### src/rtl/id_redirect_ctrl_if.sv
// Bundle of IF/ID pipeline, hazard and fetch-redirect signals between the
// decode controller and its pipeline neighbours.
interface id_redirect_ctrl_if #(
  parameter int CNT_WIDTH = 16
);
  logic [31:0]          Instruction_if;
  logic [31:0]          NextPC_if;
  logic [31:0]          rs_data_id;
  logic [31:0]          rt_data_id;
  logic                 MemRead_ex;
  logic                 RegWrite_ex;
  logic [4:0]           WriteReg_ex;
  logic                 MemRead_mem;
  logic [4:0]           WriteReg_mem;

  logic [31:0]          Instruction_id;
  logic [31:0]          NextPC_id;
  logic                 Z;
  logic                 J;
  logic                 JR;
  logic [31:0]          JumpAddr;
  logic [31:0]          BranchAddr;
  logic [31:0]          JrAddr;
  logic                 PC_IFWrite;
  logic                 ID_bubble;
  logic [CNT_WIDTH-1:0] stall_count;
  logic [CNT_WIDTH-1:0] flush_count;

  modport master (
    output Instruction_if, NextPC_if, rs_data_id, rt_data_id,
           MemRead_ex, RegWrite_ex, WriteReg_ex, MemRead_mem, WriteReg_mem,
    input  Instruction_id, NextPC_id, Z, J, JR, JumpAddr, BranchAddr, JrAddr,
           PC_IFWrite, ID_bubble, stall_count, flush_count
  );

  modport slave (
    input  Instruction_if, NextPC_if, rs_data_id, rt_data_id,
           MemRead_ex, RegWrite_ex, WriteReg_ex, MemRead_mem, WriteReg_mem,
    output Instruction_id, NextPC_id, Z, J, JR, JumpAddr, BranchAddr, JrAddr,
           PC_IFWrite, ID_bubble, stall_count, flush_count
  );
endinterface

### src/rtl/id_redirect_ctrl.sv
// ID-stage controller: IF/ID register, branch/jump resolution, hazard stalls,
// wrong-path squash and saturating stall/flush event counters.
module id_redirect_ctrl #(
  parameter int CNT_WIDTH = 16
) (
  input logic          clk,
  input logic          reset,
  id_redirect_ctrl_if.slave bus
);

  localparam logic [5:0] OP_RTYPE = 6'b000000;
  localparam logic [5:0] OP_J     = 6'b000010;
  localparam logic [5:0] OP_JAL   = 6'b000011;
  localparam logic [5:0] OP_BEQ   = 6'b000100;
  localparam logic [5:0] OP_BNE   = 6'b000101;
  localparam logic [5:0] FN_JR    = 6'b001000;

  logic [31:0]          r_instructionId;
  logic [31:0]          r_nextPcId;
  logic [CNT_WIDTH-1:0] r_stallCount;
  logic [CNT_WIDTH-1:0] r_flushCount;

  logic [5:0]  w_opcode;
  logic [5:0]  w_funct;
  logic [4:0]  w_rsId;
  logic [4:0]  w_rtId;
  logic        w_isRtype;
  logic        w_isJump;
  logic        w_isBeq;
  logic        w_isBne;
  logic        w_isBranch;
  logic        w_isJr;
  logic        w_usesRt;
  logic        w_exHitsRs;
  logic        w_exHitsRt;
  logic        w_memHitsRs;
  logic        w_memHitsRt;
  logic        w_loadUse;
  logic        w_brHazard;
  logic        w_stall;
  logic        w_taken;
  logic        w_z;
  logic        w_j;
  logic        w_jr;
  logic        w_redirect;
  logic [31:0] w_branchOffset;

  assign w_opcode   = r_instructionId[31:26];
  assign w_funct    = r_instructionId[5:0];
  assign w_rsId     = r_instructionId[25:21];
  assign w_rtId     = r_instructionId[20:16];

  assign w_isRtype  = (w_opcode == OP_RTYPE);
  assign w_isJump   = (w_opcode == OP_J) || (w_opcode == OP_JAL);
  assign w_isBeq    = (w_opcode == OP_BEQ);
  assign w_isBne    = (w_opcode == OP_BNE);
  assign w_isBranch = w_isBeq || w_isBne;
  assign w_isJr     = w_isRtype && (w_funct == FN_JR);
  assign w_usesRt   = w_isRtype || w_isBranch;

  // Register $0 is hard-wired, so a write to it never creates a dependence.
  assign w_exHitsRs  = (w_rsId != 5'd0) && (w_rsId == bus.WriteReg_ex);
  assign w_exHitsRt  = (w_rtId != 5'd0) && (w_rtId == bus.WriteReg_ex);
  assign w_memHitsRs = (w_rsId != 5'd0) && (w_rsId == bus.WriteReg_mem);
  assign w_memHitsRt = (w_rtId != 5'd0) && (w_rtId == bus.WriteReg_mem);

  assign w_loadUse  = bus.MemRead_ex && (w_exHitsRs || (w_usesRt && w_exHitsRt));

  // Branches resolve in ID, so operands still in flight from EX or a load in MEM must wait.
  assign w_brHazard = (w_isBranch || w_isJr) &&
                      ((bus.RegWrite_ex && w_exHitsRs) || (bus.MemRead_mem && w_memHitsRs) ||
                       (w_isBranch && ((bus.RegWrite_ex && w_exHitsRt) ||
                                       (bus.MemRead_mem && w_memHitsRt))));

  assign w_stall    = w_loadUse || w_brHazard;

  assign w_taken    = (w_isBeq && (bus.rs_data_id == bus.rt_data_id)) ||
                      (w_isBne && (bus.rs_data_id != bus.rt_data_id));
  assign w_z        = w_taken  && !w_stall;
  assign w_j        = w_isJump && !w_stall;
  assign w_jr       = w_isJr   && !w_stall;
  assign w_redirect = w_z || w_j || w_jr;

  assign w_branchOffset = {{14{r_instructionId[15]}}, r_instructionId[15:0], 2'b00};

  assign bus.Instruction_id = r_instructionId;
  assign bus.NextPC_id      = r_nextPcId;
  assign bus.Z              = w_z;
  assign bus.J              = w_j;
  assign bus.JR             = w_jr;
  assign bus.JumpAddr       = {r_nextPcId[31:28], r_instructionId[25:0], 2'b00};
  assign bus.BranchAddr     = r_nextPcId + w_branchOffset;
  assign bus.JrAddr         = bus.rs_data_id;
  assign bus.PC_IFWrite     = !w_stall;
  assign bus.ID_bubble      = w_stall;
  assign bus.stall_count    = r_stallCount;
  assign bus.flush_count    = r_flushCount;

  // A redirect replaces the already-fetched wrong-path instruction with a nop.
  always_ff @(posedge clk) begin
    if (!reset) begin
      r_instructionId <= '0;
      r_nextPcId      <= '0;
      r_stallCount    <= '0;
      r_flushCount    <= '0;
    end else begin
      if (!w_stall) begin
        r_instructionId <= w_redirect ? 32'd0 : bus.Instruction_if;
        r_nextPcId      <= bus.NextPC_if;
      end
      if (w_stall && (r_stallCount != '1)) begin
        r_stallCount <= r_stallCount + CNT_WIDTH'(1);
      end
      if (w_redirect && (r_flushCount != '1)) begin
        r_flushCount <= r_flushCount + CNT_WIDTH'(1);
      end
    end
  end

endmodule

### src/flat_wrapper.sv
// flat-port wrapper written by rule: the top's interface ports become plain ports
module id_redirect_ctrl_flat 
#(
  parameter int CNT_WIDTH = 16
)
  (clk, reset, bus_Instruction_if, bus_NextPC_if, bus_rs_data_id, bus_rt_data_id, bus_MemRead_ex, bus_RegWrite_ex, bus_WriteReg_ex, bus_MemRead_mem, bus_WriteReg_mem, bus_Instruction_id, bus_NextPC_id, bus_Z, bus_J, bus_JR, bus_JumpAddr, bus_BranchAddr, bus_JrAddr, bus_PC_IFWrite, bus_ID_bubble, bus_stall_count, bus_flush_count);
  id_redirect_ctrl_if #(.CNT_WIDTH(CNT_WIDTH)) bus_i ();
  input logic clk;
  input logic reset;
  input wire logic [$bits(bus_i.Instruction_if)-1:0] bus_Instruction_if;
  input wire logic [$bits(bus_i.NextPC_if)-1:0] bus_NextPC_if;
  input wire logic [$bits(bus_i.rs_data_id)-1:0] bus_rs_data_id;
  input wire logic [$bits(bus_i.rt_data_id)-1:0] bus_rt_data_id;
  input wire logic [$bits(bus_i.MemRead_ex)-1:0] bus_MemRead_ex;
  input wire logic [$bits(bus_i.RegWrite_ex)-1:0] bus_RegWrite_ex;
  input wire logic [$bits(bus_i.WriteReg_ex)-1:0] bus_WriteReg_ex;
  input wire logic [$bits(bus_i.MemRead_mem)-1:0] bus_MemRead_mem;
  input wire logic [$bits(bus_i.WriteReg_mem)-1:0] bus_WriteReg_mem;
  output wire logic [$bits(bus_i.Instruction_id)-1:0] bus_Instruction_id;
  output wire logic [$bits(bus_i.NextPC_id)-1:0] bus_NextPC_id;
  output wire logic [$bits(bus_i.Z)-1:0] bus_Z;
  output wire logic [$bits(bus_i.J)-1:0] bus_J;
  output wire logic [$bits(bus_i.JR)-1:0] bus_JR;
  output wire logic [$bits(bus_i.JumpAddr)-1:0] bus_JumpAddr;
  output wire logic [$bits(bus_i.BranchAddr)-1:0] bus_BranchAddr;
  output wire logic [$bits(bus_i.JrAddr)-1:0] bus_JrAddr;
  output wire logic [$bits(bus_i.PC_IFWrite)-1:0] bus_PC_IFWrite;
  output wire logic [$bits(bus_i.ID_bubble)-1:0] bus_ID_bubble;
  output wire logic [$bits(bus_i.stall_count)-1:0] bus_stall_count;
  output wire logic [$bits(bus_i.flush_count)-1:0] bus_flush_count;
  assign bus_i.Instruction_if = bus_Instruction_if;
  assign bus_i.NextPC_if = bus_NextPC_if;
  assign bus_i.rs_data_id = bus_rs_data_id;
  assign bus_i.rt_data_id = bus_rt_data_id;
  assign bus_i.MemRead_ex = bus_MemRead_ex;
  assign bus_i.RegWrite_ex = bus_RegWrite_ex;
  assign bus_i.WriteReg_ex = bus_WriteReg_ex;
  assign bus_i.MemRead_mem = bus_MemRead_mem;
  assign bus_i.WriteReg_mem = bus_WriteReg_mem;
  assign bus_Instruction_id = bus_i.Instruction_id;
  assign bus_NextPC_id = bus_i.NextPC_id;
  assign bus_Z = bus_i.Z;
  assign bus_J = bus_i.J;
  assign bus_JR = bus_i.JR;
  assign bus_JumpAddr = bus_i.JumpAddr;
  assign bus_BranchAddr = bus_i.BranchAddr;
  assign bus_JrAddr = bus_i.JrAddr;
  assign bus_PC_IFWrite = bus_i.PC_IFWrite;
  assign bus_ID_bubble = bus_i.ID_bubble;
  assign bus_stall_count = bus_i.stall_count;
  assign bus_flush_count = bus_i.flush_count;
  id_redirect_ctrl #(.CNT_WIDTH(CNT_WIDTH)) u_core (.clk(clk), .reset(reset), .bus(bus_i));
endmodule
### config.mk
export PLATFORM = sky130hd
export DESIGN_NAME = id_redirect_ctrl_flat
export DESIGN_NICKNAME = d
export VERILOG_FILES = /design/src/rtl/id_redirect_ctrl_if.sv /design/src/rtl/id_redirect_ctrl.sv /design/src/flat_wrapper.sv
export SDC_FILE = /design/constraint.sdc
export NUM_CORES = 1
export LEC_CHECK = 0
export ABC_AREA = 1
export CORE_AREA = 2 2 133 135
export CTS_CLUSTER_SIZE = 40
export DETAILED_ROUTE_END_ITERATION = 7
export DIE_AREA = 0 0 135 137
export PLACE_DENSITY = 0.8
export SLEW_MARGIN = 30
export SYNTH_ARGS = -nofsm -noshare
export SYNTH_HDL_FRONTEND = slang
export SYNTH_SLANG_ARGS = --single-unit
### constraint.sdc
create_clock -name clk -period 4.48 [get_ports clk]
set_input_delay 0.672 -clock clk [delete_from_list [all_inputs] [get_ports clk]]
set_output_delay 0.672 -clock clk [all_outputs]
set_load 0.005 [all_outputs]
==> flow_metrics.tcl <==
set metrics [dict create \
    outcome "complete, no violations" \
    maxSlewHeadroom 0.390 \
    cts_tree "yes" \
    dp_cells 1497 \
    async_flop_share 0 \
    worst_pin_slew_ns 0.916 \
    final.setup.tns_ns 0 \
    synth-xor-area-share 0.0989 \
    p_int_uw 1810 \
    routedWlPerCell_um 16.0 \
    final_common_cell "clkdlybuf4s50_1" \
    drc 0 \
    switching_share 0.315 \
    hold_viol 0 \
    clkPwrFrac 0.288 \
    grt_setup_unrepaired "no" \
    yosysUniqueCellTypes 47 \
    synth_compound_area_frac 0.165 \
    drv_slew 0 \
    cts-root-buf "clkbuf_16" \
    synth_top_family_by_area "simple AND/OR/NAND/NOR gates" \
    grt_overflow_total 0 \
    place_congestion 0.917 \
    fin_crit_ns 3.98 \
    drtIter0Drc 552 \
    via_per_inst 5.10 \
    max_cap_violations 0 \
    grt_start_max_net_pins 96 \
    syn_to_final_growth_pct 46.0 \
    firstDrtPassIters 5 \
    yosys.area_share.simple 0.267 \
    crit_path_end_kind "output pin" \
    io_buffers 337 \
    antenna_found_initial 0 \
    grt_pass1_wl_um 37400 \
    dr_total_vias 7715 \
    grt_pass1_vias 7142 \
    drive_above_1_share 0.0520 \
    ys.flop_type "dfxtp_1" \
    total_power_uw 2640 \
    synth-seq-cells 96 \
    rows 48 \
    required_ns 3.81 \
    ctsHoldBuffers 0 \
    comb_power_share 0.342 \
    clkLatencyLatePin_ns 0.36 \
    pin_count 340 \
    synth_fa_ha_area_frac 0.0576 \
    skew_ns 0.00842 \
    ys_seq_area_frac 0.271 \
    htreeDepth 3 \
    cp_max_fo 18 \
    hold_class "reg -> reg" \
    final_nets 1458 \
    syn_area_um2 7080 \
    period_share 0.888 \
    cp.arrival_ns 3.31 \
    core-area_um2 17100 \
    synth-warning-count 0 \
    final_cell_mix "336 x clkdlybuf4s50_1, 197 x nand2_1, 131 x nor2_1, 96 x dfxtp_1, 84 x a21oi_1" \
    muxShareOfSynthArea 0 \
    start_util 0.415 \
    pwr_density_cell_nw_per_um2 255 \
    ant_nets 0 \
    die_w_um 135 \
    cts_buffers 9 \
    fmaxAchievable_ghz 0.251 \
    dieHeight_um 137 \
    cts.repair.resized 0 \
    finalNonFillerCells 1513 \
    grt_usage 0.255 \
    setup.worst_path.start_class "flop" \
    syn_avg_cell_area_um2 6.88 \
    crit_type "reg -> out" \
    numClockSinks 96 \
    synth_enable_flop_cells 0 \
    synthCells 1030 \
    cts_max_path_buffers 2 \
    wl_um 24200 \
    n_fill_cell 1558 \
    dp_hpwl_um 18800 \
    postLayoutCoreUtil 0.606 \
    vdd_drop_max_mv 0.181 \
    cts_setup_buffers 0 \
    p_seq_frac 0.369 \
    p_leak_uw 0.00423 \
    power.switching_uw 832 \
    clk_pin_slew_ns 0.07 \
    antennaDiodeCount 0 \
    dieArea_um2 18500 \
    setup_viol 0 \
]
[synthesized netlist by cell type (11+ instances only)]
library cell	instances	area (um2)
nand2_1	197	739
nor2_1	131	492
dfxtp_1	96	1920
a21oi_1	84	420
o21ai_0	79	395
buf_4	74	556
inv_1	71	267
xnor2_1	50	438
nand3_1	36	180
ha_1	31	388
xor2_1	30	263
nand4_1	16	100
nor3_1	15	75.1
clkbuf_1	14	52.6
o21ai_1	12	60.1
a21oi_2	11	96.3
[kinds of logic (layout without fill, tap and decap cells)]
logic type	after synthesis	count (layout)
and+or+nand+nor	433	433
DFF	96	96
adders and majority gates	32	32
AOI/OAI and AO/OA	210	210
xor gates and xnor gates	80	80
buffers and inverters	178	435
other	1	2
[worst paths after layout]
kind	from	to	slack [ns]	cells past startpoint
worst max-delay path	u_core.bus.Instruction_id[15]$_SDFFE_PN0N_	bus_BranchAddr[31]	0.50	9
worst min-delay path	u_core.bus.stall_count[8]$_SDFFE_PN0P_	u_core.bus.stall_count[8]$_SDFFE_PN0P_	0.51	2
worst max register to register	u_core.bus.Instruction_id[18]$_SDFFE_PN0N_	u_core.bus.Instruction_id[23]$_SDFFE_PN0N_	1.72	11
worst min register to register	u_core.bus.stall_count[8]$_SDFFE_PN0P_	u_core.bus.stall_count[8]$_SDFFE_PN0P_	0.51	2
[final cells by class]
cell class | count | area (um2) | area share
Tap cell | 225 | 282 | 0.0272
Timing Repair Buffer | 340 | 3390 | 0.328
Multi-Input combinational cell | 757 | 4170 | 0.403
Clock buffer | 11 | 243 | 0.0235
Inverter | 79 | 297 | 0.0287
Clock inverter | 5 | 38.8 | 0.00375
Sequential cell | 96 | 1920 | 0.186
[registers in the layout, indices dropped and copies added, names as in the netlist]
register / flops
u_core.bus.NextPC_id: 32
u_core.bus.Instruction_id: 32
u_core.bus.flush_count: 16
u_core.bus.stall_count: 16
[power by group through the flow]
stage | Clock, uW | Sequential [uW] | Combinational (uW)
floorplan | 0 | 974 | 433
global placement | 0 | 991 | 889
detailed placement | 0 | 993 | 899
CTS | 769 | 974 | 904
global route | 812 | 981 | 980
finish | 760 | 975 | 904
[worst max-delay path: stages, from the launching register on]
cell and delay (ns):
dfxtp_1 0.76, ha_1 0.41, a21oi_1 0.20, inv_1 0.06, a21oi_1 0.20, o21ai_0 0.15
a221oi_1 0.26, o21ai_0 0.17, xnor2_1 0.17, clkdlybuf4s50_1 0.56
[metal layers]
metal | track usage | vias up | wire [um]
li1 | - | 3830 | -
met5 | 0 | - | 0
met1 | 0.325 | 3535 | 10500
met2 | 0.438 | 317 | 11600
met4 | 0.0694 | 0 | 419
met3 | 0.0515 | 33 | 1760
[per-stage QoR]
stage	hold WS [ns]	worst slack, ns	instance area, um2
6_report	0.509	0.501	10300
3_3_place_gp	0.479	0.981	10100
3_5_place_dp	0.493	0.935	10100
2_1_floorplan	0.473	1.72	7090
5_1_grt	0.531	0.239	10300
4_1_cts	0.510	0.543	10300
Note: power is estimated with default switching activity, not from simulation.
